File: src/rtl/if_stage.sv
// rtl/if_stage.sv - instruction fetch stage: PC register, ROM interface and IF/ID latch
module if_stage #(
    parameter logic [31:0] RESET_PC = 32'h0000_0000,
    parameter logic [31:0] PC_STEP  = 32'd4
) (
    input  logic        clk,
    input  logic        rst,
    input  logic        stall_i,
    input  logic        branch_i,
    input  logic [31:0] branch_target_i,
    input  logic        flush_i,
    input  logic [31:0] flush_pc_i,
    input  logic [31:0] inst_i,
    output logic [31:0] pc_o,
    output logic        ce_o,
    output logic [31:0] id_pc_o,
    output logic [31:0] id_inst_o,
    output logic        id_valid_o,
    output logic        misalign_o
);

    typedef enum logic [1:0] {
        S_IDLE  = 2'd0,
        S_RUN   = 2'd1,
        S_STALL = 2'd2
    } state_t;

    state_t state;

    always_ff @(posedge clk) begin
        if (!rst) begin
            state      <= S_IDLE;
            pc_o       <= RESET_PC;
            ce_o       <= 1'b0;
            id_pc_o    <= 32'd0;
            id_inst_o  <= 32'd0;
            id_valid_o <= 1'b0;
            misalign_o <= 1'b0;
        end else begin
            misalign_o <= 1'b0;
            case (state)
                S_IDLE: begin
                    // First live cycle only enables the ROM; the first fetch is RESET_PC.
                    state      <= S_RUN;
                    ce_o       <= 1'b1;
                    id_valid_o <= 1'b0;
                end
                S_RUN, S_STALL: begin
                    if (flush_i) begin
                        state      <= S_RUN;
                        pc_o       <= {flush_pc_i[31:2], 2'b00};
                        id_pc_o    <= 32'd0;
                        id_inst_o  <= 32'd0;
                        id_valid_o <= 1'b0;
                        misalign_o <= |flush_pc_i[1:0];
                    end else if (stall_i) begin
                        state <= S_STALL;
                    end else begin
                        // Branch or not, the instruction fetched now is latched (delay slot).
                        state      <= S_RUN;
                        id_pc_o    <= pc_o;
                        id_inst_o  <= inst_i;
                        id_valid_o <= 1'b1;
                        if (branch_i) begin
                            pc_o       <= {branch_target_i[31:2], 2'b00};
                            misalign_o <= |branch_target_i[1:0];
                        end else begin
                            pc_o <= pc_o + PC_STEP;
                        end
                    end
                end
                default: begin
                    state <= S_IDLE;
                    ce_o  <= 1'b0;
                end
            endcase
        end
    end

endmodule

File: config.mk
export PLATFORM = sky130hd
export DESIGN_NAME = if_stage
export DESIGN_NICKNAME = d
export VERILOG_FILES = /design/src/rtl/if_stage.sv
export SDC_FILE = /design/constraint.sdc
export NUM_CORES = 1
export LEC_CHECK = 0
export CAP_MARGIN = 10
export CORE_ASPECT_RATIO = 1.1
export CORE_MARGIN = 1.5
export CORE_UTILIZATION = 35
export DETAILED_ROUTE_END_ITERATION = 7
export HOLD_SLACK_MARGIN = 0.05
export PLACE_DENSITY = 0.69
export SETUP_SLACK_MARGIN = 0.3
export SYNTH_ARGS = -nofsm -noshare
export SYNTH_HDL_FRONTEND = slang
export SYNTH_SLANG_ARGS = --single-unit
File: constraint.sdc
create_clock -name clk -period 4.8 [get_ports clk]
set_clock_uncertainty 0.05 [all_clocks]
set_input_delay 0.48 -clock clk [delete_from_list [all_inputs] [get_ports clk]]
set_output_delay 0.48 -clock clk [all_outputs]
set_load 0.01 [all_outputs]
* Word level (Yosys, flattened, before mapping)
Index checks and enable logic that the tools add are counted.
** Word-level totals
- Input port bits :: 101
- Bits in registers :: 101
** Operators by class
- Eq/ne operators :: 4
- Add/sub/neg operators :: 1
- Reductions and logical operators :: 8
- Multiplexer cells :: 17
** Operators by type and width (count)
- $mux W32 :: 7
- $add A32 B3 Y32 const B :: 1
- $reduce_and A2 Y1 :: 3
- $reduce_or A2 Y1 :: 3
- $mux W1 :: 5
- $mux W2 :: 2
- $pmux W1 S2 :: 2
- $pmux W2 S2 :: 1
- $ne A3 B3 Y1 const B :: 1
- $eq A2 B1 Y1 const B :: 1
- $eq A2 B2 Y1 const B :: 1
- $logic_not A2 Y1 :: 1
- $ne A2 B1 Y1 const B :: 1
- $reduce_bool A2 Y1 :: 1

* Depth between registers and ports, before layout
Gate-level depths: netlist of run 1.
- Depth in word-level cells :: 4
- Gate-level depth with buffers :: 8

* Worst setup path before layout of run 1
Ideal clock, no wire load.
- Path kind :: register -> register
- Start point :: register pc_o[2]
- End point :: register pc_o[20]
- Buffers on the path :: 0
- Path slack :: 2.740 ns
- Clock period less this slack :: 2.060 ns
- Data arrival time :: 1.890 ns
- Library setup time :: 0.120 ns
- Stages on the path, launching flop included :: 7
- Data required time :: 4.630 ns
- Path through :: dfxtp_1 ha_1 nand4_2 nor4_4 nand4_1 and3_1 o31a_1
** On the way
- Longest elaborated chain between the ends :: 4
** RTL lines
- from (decl) :: RTL line 14 : output logic [31:0] pc_o,
- from (signal assigned) :: RTL line 51 : pc_o <= {flush_pc_i[31:2], 2'b00};
- from (signal assigned) :: RTL line 65 : pc_o <= {branch_target_i[31:2], 2'b00};
- from (signal assigned) :: RTL line 68 : pc_o <= pc_o + PC_STEP;
- $add A32 B3 Y32 :: RTL line 68
- $mux W32 :: RTL line 64 : if (branch_i) begin
- $mux W32 :: RTL line 56 : end else if (stall_i) begin
- $mux W32 :: RTL line 49 : if (flush_i) begin
Every way passes these cells. The select of a mux whose other input is x is not followed.
A chain may end at the register's enable or synchronous reset.

* Worst setup path after layout of run 1
- Start point :: input port flush_i
- End point :: register id_inst_o[5]
** On the way
- Longest elaborated chain between the ends :: 2
- Elaborated cells between the ends (all ways) :: 3
** RTL lines
- from (decl) :: RTL line 11 : input logic flush_i,
- $ne A2 B1 Y1 (no line)
- $reduce_and A2 Y1 (no line)
- to (signal assigned) :: RTL line 62 : id_inst_o <= inst_i;
- to (decl) :: RTL line 17 : output logic [31:0] id_inst_o,
Several ways; a longest one is shown, not always the timed one.

==> results of run 1 <==
routing by layer:
layer | routed length, µm | track usage [%] | up-vias
li1 | - | - | 2235
met1 | 6260 | 26.2 | 2259
met2 | 7120 | 35.2 | 223
met3 | 1350 | 5.89 | 13
met4 | 147 | 6.33 | 0
met5 | 0 | 0 | -
logic make-up (layout without fill, tap and decap cells):
family                   after synthesis  in the layout  share of synthesized area [%]
AO/OA/AOI/OAI                        176            176                           28.5
other                                  1              2                         0.0844
multiplexers                           9              9                           2.08
flip-flops                            98             98                           44.2
XOR/XNOR                               8              8                           1.58
buffers and inverters                 56            230                           5.16
adder cells (fa/ha/maj)                3              3                          0.845
AND/OR/NAND/NOR                      160            160                           17.6
final timing paths:
check | startpoint | end | slack [ps] | depth (start not counted)
worst max-delay path | flush_i | id_inst_o[5] | 2010 | 6
worst min-delay path | id_pc_o[12] | id_pc_o[12] | 420 | 1
worst max register to register | pc_o[7] | pc_o[25] | 2250 | 5
worst min register to register | id_pc_o[12] | id_pc_o[12] | 420 | 1
placed cells by master (no fill, tap or decap), types with 4 or more instances in the layout:
| master | Yosys | final |
|---|---|---|
| o22ai_1 | 7 | 7 |
| a21oi_1 | 26 | 25 |
| a22o_1 | 34 | 34 |
| o21ai_0 | 26 | 26 |
| a31oi_1 | 5 | 5 |
| nor3_1 | 9 | 8 |
| mux2i_1 | 7 | 7 |
| clkdlybuf4s50_1 | 0 | 196 |
| and2_1 | 5 | 5 |
| o211ai_1 | 7 | 7 |
| nor2_1 | 59 | 59 |
| dfxtp_1 | 98 | 98 |
| o21a_1 | 4 | 4 |
| nand3_1 | 22 | 22 |
| clkbuf_16 | 0 | 9 |
| xor2_1 | 5 | 5 |
| and3_1 | 8 | 8 |
| inv_1 | 10 | 10 |
| a221oi_1 | 6 | 6 |
| a221o_1 | 4 | 4 |
| o31ai_1 | 4 | 4 |
| buf_4 | 3 | 7 |
| a22oi_1 | 33 | 33 |
| nand2_1 | 29 | 28 |
| nand4_1 | 8 | 8 |
power breakdown:
group / internal, mW / switching (mW) / total, mW
logic: 0.218 / 0.183 / 0.401
registers: 0.858 / 0.0663 / 0.925
clock network: 0.526 / 0.314 / 0.840
registers in the layout, indices dropped and copies added (netlist names):
signal and flops:
id_pc_o 31, id_valid_o 1, state 2, id_inst_o 32, ce_o 1, misalign_o 1, pc_o 30
cell type report:
cell class | count | area (µm²)
Clock buffer | 10 | 239
Clock inverter | 6 | 113
Fill cell | 1101 | 5360
Inverter | 10 | 37.5
Multi-Input combinational cell | 358 | 2270
Sequential cell | 98 | 1960
Tap cell | 154 | 193
Timing Repair Buffer | 204 | 2020
stage by stage:
stage | power (mW) | setup WS, ps | instance area [µm²]
2_1_floorplan | 1.11 | 2740 | 4450
3_3_place_gp | 1.33 | 1790 | 6480
3_5_place_dp | 1.34 | 1680 | 6480
4_1_cts | 2.18 | 2040 | 6840
5_1_grt | 2.25 | 1880 | 6840
6_report | 2.17 | 2010 | 6840
==> impl_metrics.json, run 1 <==
{
  "placed_cells": 824,
  "worstPathMaxFanout": 52,
  "core_area_um2": 12200,
  "drt-initial-drc-count": 294,
  "max_cap_violations": 0,
  "vias": 4730,
  "h-tree-depth": 3,
  "postCtsSetupBuffers": 0,
  "final_cells": 840,
  "drc": 0,
  "fin_util_pct": 56.1,
  "gp_congestion": 0.842,
  "synth_edf_count": 0,
  "clkSlewWorstSetupHoldPaths_ps": 70,
  "clk_latency_ps": 340,
  "io-pin-count": 200,
  "path_buf_inv": 2,
  "nets": 785,
  "yosys.area.top_type": "dfxtp_1",
  "ys_ff_latch": 98,
  "maxSlewViolCount": 0,
  "fmax_ghz": 0.359,
  "synth_top_flop_cell": "dfxtp_1",
  "grt_pass1_vias": 4485,
  "initial_core_util_pct": 36.4,
  "vdd_drop_max_v": 0.000146,
  "grt_max_degree": 53,
  "pwr_density_cell_nw_per_um2": 317,
  "fin_hold_ws_ps": 424,
  "worstHoldPathType": "flop to flop",
  "grtUsageTotal_pct": 21.0,
  "yosysMostFrequentCell": "dfxtp_1",
  "yosysSeqAreaShare_pct": 44.2,
  "power_leakage_nw": 2.52,
  "hold_viol_final": 0,
  "postSynthAreaPerCell_um2": 8.69,
  "worstSetupEndpointType": "flop",
  "crit_family": "simple AND/OR/NAND/NOR gates",
  "grt_pass1_wl_mm": 22.6,
  "core.rowCount": 42,
  "cts_root_buf": "clkbuf_16",
  "finalSetupTns_ps": 0,
  "cts_inserted_buffers": 9,
  "max_slew_margin_pct": 28.3,
  "diodes": 0,
  "drt-total-wl_mm": 14.9,
  "cts_tree": "done",
  "cp_slowest_cell": "buf_2",
  "cp_slowest_stage_delay_ps": 650,
  "clockBufferDepth": 2,
  "die_height_um": 121,
  "rsz0062_at_grt": "no",
  "routedWlPerCell_um": 17.7,
  "path_class": "input port to flop",
  "port_buffers": 197,
  "cp_cell_sequence": "buf_2, nand2b_1, nand2_2, nor3_2, buf_4, a22o_1",
  "syn_area_um2": 4440,
  "die_w_um": 110,
  "status": "finished, final reports clean",
  "finalSetupViolations": 0,
  "drtPass1Iterations": 5,
  "synth_cell_types": 57,
  "die_area_um2": 13400,
  "setup.worst_path.start_class": "input port",
  "drtAntennaViolNets": 0,
  "critPathRequiredTime_ps": 5030,
  "antenna_found_initial": 0,
  "cts_num_sinks": 98,
  "fin_crit_sh_pct": 58.0,
  "grt_overflow_total": 0,
  "yosys_warnings": 0,
  "postCtsHoldBufs": 0,
  "syn_inst": 511,
  "tightest_slew_ps": 1070,
  "dpl.hpwl_mm": 10.3,
  "drive_gt1_share_pct": 5.69,
  "async_flop_share_pct": 0,
  "period_needed_ps": 2790,
  "ys_top_cells_by_count": "dfxtp_1, nor2_1, a22o_1, a22oi_1, clkbuf_1",
  "avgViaCountPerCell": 5.63,
  "synth_area_leaders": "dfxtp_1, a22o_1, a22oi_1",
  "yosysTopAreaCellShare_pct": 44.2,
  "cts_resized": 0,
  "area_growth_pct": 53.9,
  "arrival_ps": 3020
}
(Power assumes the default switching activity.)
==> run 2, diff against run 1 <==
==> constraint.sdc (replaced) <==
create_clock -name clk -period 2.7 [get_ports clk]
set_clock_uncertainty 0.05 [all_clocks]
set_input_delay 0.27 -clock clk [delete_from_list [all_inputs] [get_ports clk]]
set_output_delay 0.27 -clock clk [all_outputs]
set_load 0.01 [all_outputs]
==> impl_metrics.json, run 2 (same netlist as run 1, synthesis figures left out) <==
{
  "die_w_um": 110,
  "antenna_found_initial": 0,
  "die_area_um2": 13400,
  "reg2reg_from": "pc_o[11]",
  "power_leakage_nw": 2.59,
  "layout_common_cells": "clkdlybuf4s50_1, dfxtp_1, nor2_1",
  "pwr_density_cell_nw_per_um2": 536,
  "postCtsHoldBufs": 0,
  "arrival_ps": 2400,
  "regMostFlops": "id_inst_o",
  "tightest_slew_ps": 589,
  "drt-initial-drc-count": 284,
  "vias": 4696,
  "area_growth_pct": 56.0,
  "routedWlPerCell_um": 17.5,
  "drive_gt1_share_pct": 7.97,
  "r2r-end": "pc_o[30]",
  "whs_endpoint": "misalign_o",
  "reg2reg_slack_ps": 490,
  "critPathRequiredTime_ps": 2890,
  "power_frac_clock_pct": 35.7,
  "cts_tree": "done",
  "cts_inserted_buffers": 9,
  "core.rowCount": 42,
  "grt_max_degree": 52,
  "port_buffers": 197,
  "path_class": "flop to flop",
  "grt_pass1_vias": 4625,
  "postCtsSetupBuffers": 0,
  "drtAntennaViolNets": 0,
  "grt_overflow_total": 0,
  "io-pin-count": 200,
  "maxSlewViolCount": 0,
  "combPwrFrac_pct": 20.6,
  "fin_ws_ps": 490,
  "worstSetupEndpointType": "flop",
  "max_cap_violations": 0,
  "period_needed_ps": 2210,
  "nets": 802,
  "hold_viol_final": 0,
  "finalSetupTns_ps": 0,
  "reg2reg_depth": 5,
  "drtPass1Iterations": 5,
  "dpl.hpwl_mm": 10.7,
  "power_frac_seq_pct": 43.7,
  "max_slew_margin_pct": 60.6,
  "fmax_ghz": 0.452,
  "die_height_um": 121,
  "clk_latency_ps": 340,
  "initial_core_util_pct": 36.4,
  "rsz0062_at_grt": "no",
  "placed_cells": 840,
  "avgViaCountPerCell": 5.48,
  "worstPathMaxFanout": 10,
  "fin_crit_sh_pct": 81.9,
  "reg_top3": "id_inst_o: 32 flops, id_pc_o: 31 flops, pc_o: 30 flops",
  "h-tree-depth": 3,
  "vdd_drop_max_v": 0.000401,
  "diodes": 0,
  "setup.worst_path.start_class": "flop",
  "status": "finished, final reports clean",
  "largest_register_ffs": 32,
  "layout_commonest_cell": "clkdlybuf4s50_1",
  "clkSlewWorstSetupHoldPaths_ps": 70,
  "drc": 0,
  "drt-total-wl_mm": 15.0,
  "gp_congestion": 0.860,
  "place_ws_ps": 83.3,
  "grtUsageTotal_pct": 21.9,
  "worstHoldPathType": "input port to flop",
  "netSwitchingFraction_pct": 27.5,
  "whs_path_depth": 2,
  "core_area_um2": 12200,
  "hp-start": "flush_i",
  "cts_root_buf": "clkbuf_16",
  "nFillCells": 1117,
  "clockBufferDepth": 2,
  "internal_power_mw": 2.69,
  "cts_num_sinks": 98,
  "finalSetupViolations": 0,
  "switchingPower_mw": 1.02,
  "final_cells": 857,
  "cts_resized": 0,
  "grt_pass1_wl_mm": 23.6
}
[run 2: cell count changes in the layout (fill, tap and decap cells not counted)]
| cell | delta |
|---|---|
| buf_4 | +16 |
| bufinv_16 | -2 |
| clkinv_4 | +2 |
| buf_6 | +1 |
| clkinv_2 | -1 |
| inv_6 | +1 |
[run 2: power by group through the flow]
stage	clock (mW)	combinational, mW	sequential, mW
after floorplan	0	0.312	1.67
after global placement	0	0.749	1.65
after detailed placement	0	0.764	1.65
after CTS	1.37	0.768	1.62
after global routing	1.42	0.827	1.63
final	1.33	0.766	1.62
[run 2: layout make-up]
cell class	count	area (µm²)	share of cell area, %
multi-input cells	358	2270	32.8
repair buffers	221	2150	31.0
flip-flops and latches	98	1960	28.3
clock buffers	10	239	3.45
well taps	154	193	2.78
clock inverters	6	73.8	1.07
inverters	10	37.5	0.542
[run 2: critical path: stages (launching register included)]
cell and delay, ps:
dfxtp_1 560, nand4_2 220, nor4_4 590, nand3_1 170, xor2_1 190, o41ai_2 330
[run 2: worst max path at each step]
stage | slack (ps) | end | start
finish | 490 | pc_o[30] | pc_o[11]
global route | 320 | pc_o[30] | pc_o[11]
CTS | 340 | id_inst_o[4] | state[0]
detailed placement | 80 | id_inst_o[19] | stall_i
global placement | 130 | id_pc_o[22] | stall_i
floorplan | 640 | pc_o[20] | pc_o[2]
[run 2: metrics by stage]
step | total power [mW] | hold WS (ps) | area, µm² | util, %
finish | 3.71 | 136 | 6930 | 56.8
global route | 3.88 | 139 | 6930 | 56.8
CTS | 3.76 | 123 | 6920 | 56.7
detailed placement | 2.42 | 404 | 6610 | 54.2
global placement | 2.40 | 406 | 6610 | 54.2
floorplan | 1.98 | 353 | 4450 | -
[run 2: routing by layer]
layer  wire length (µm)  GRT usage, %
met4                298          6.65
met5                  0             0
met3               1190          6.14
met1               6390          27.4
met2               7090          36.6
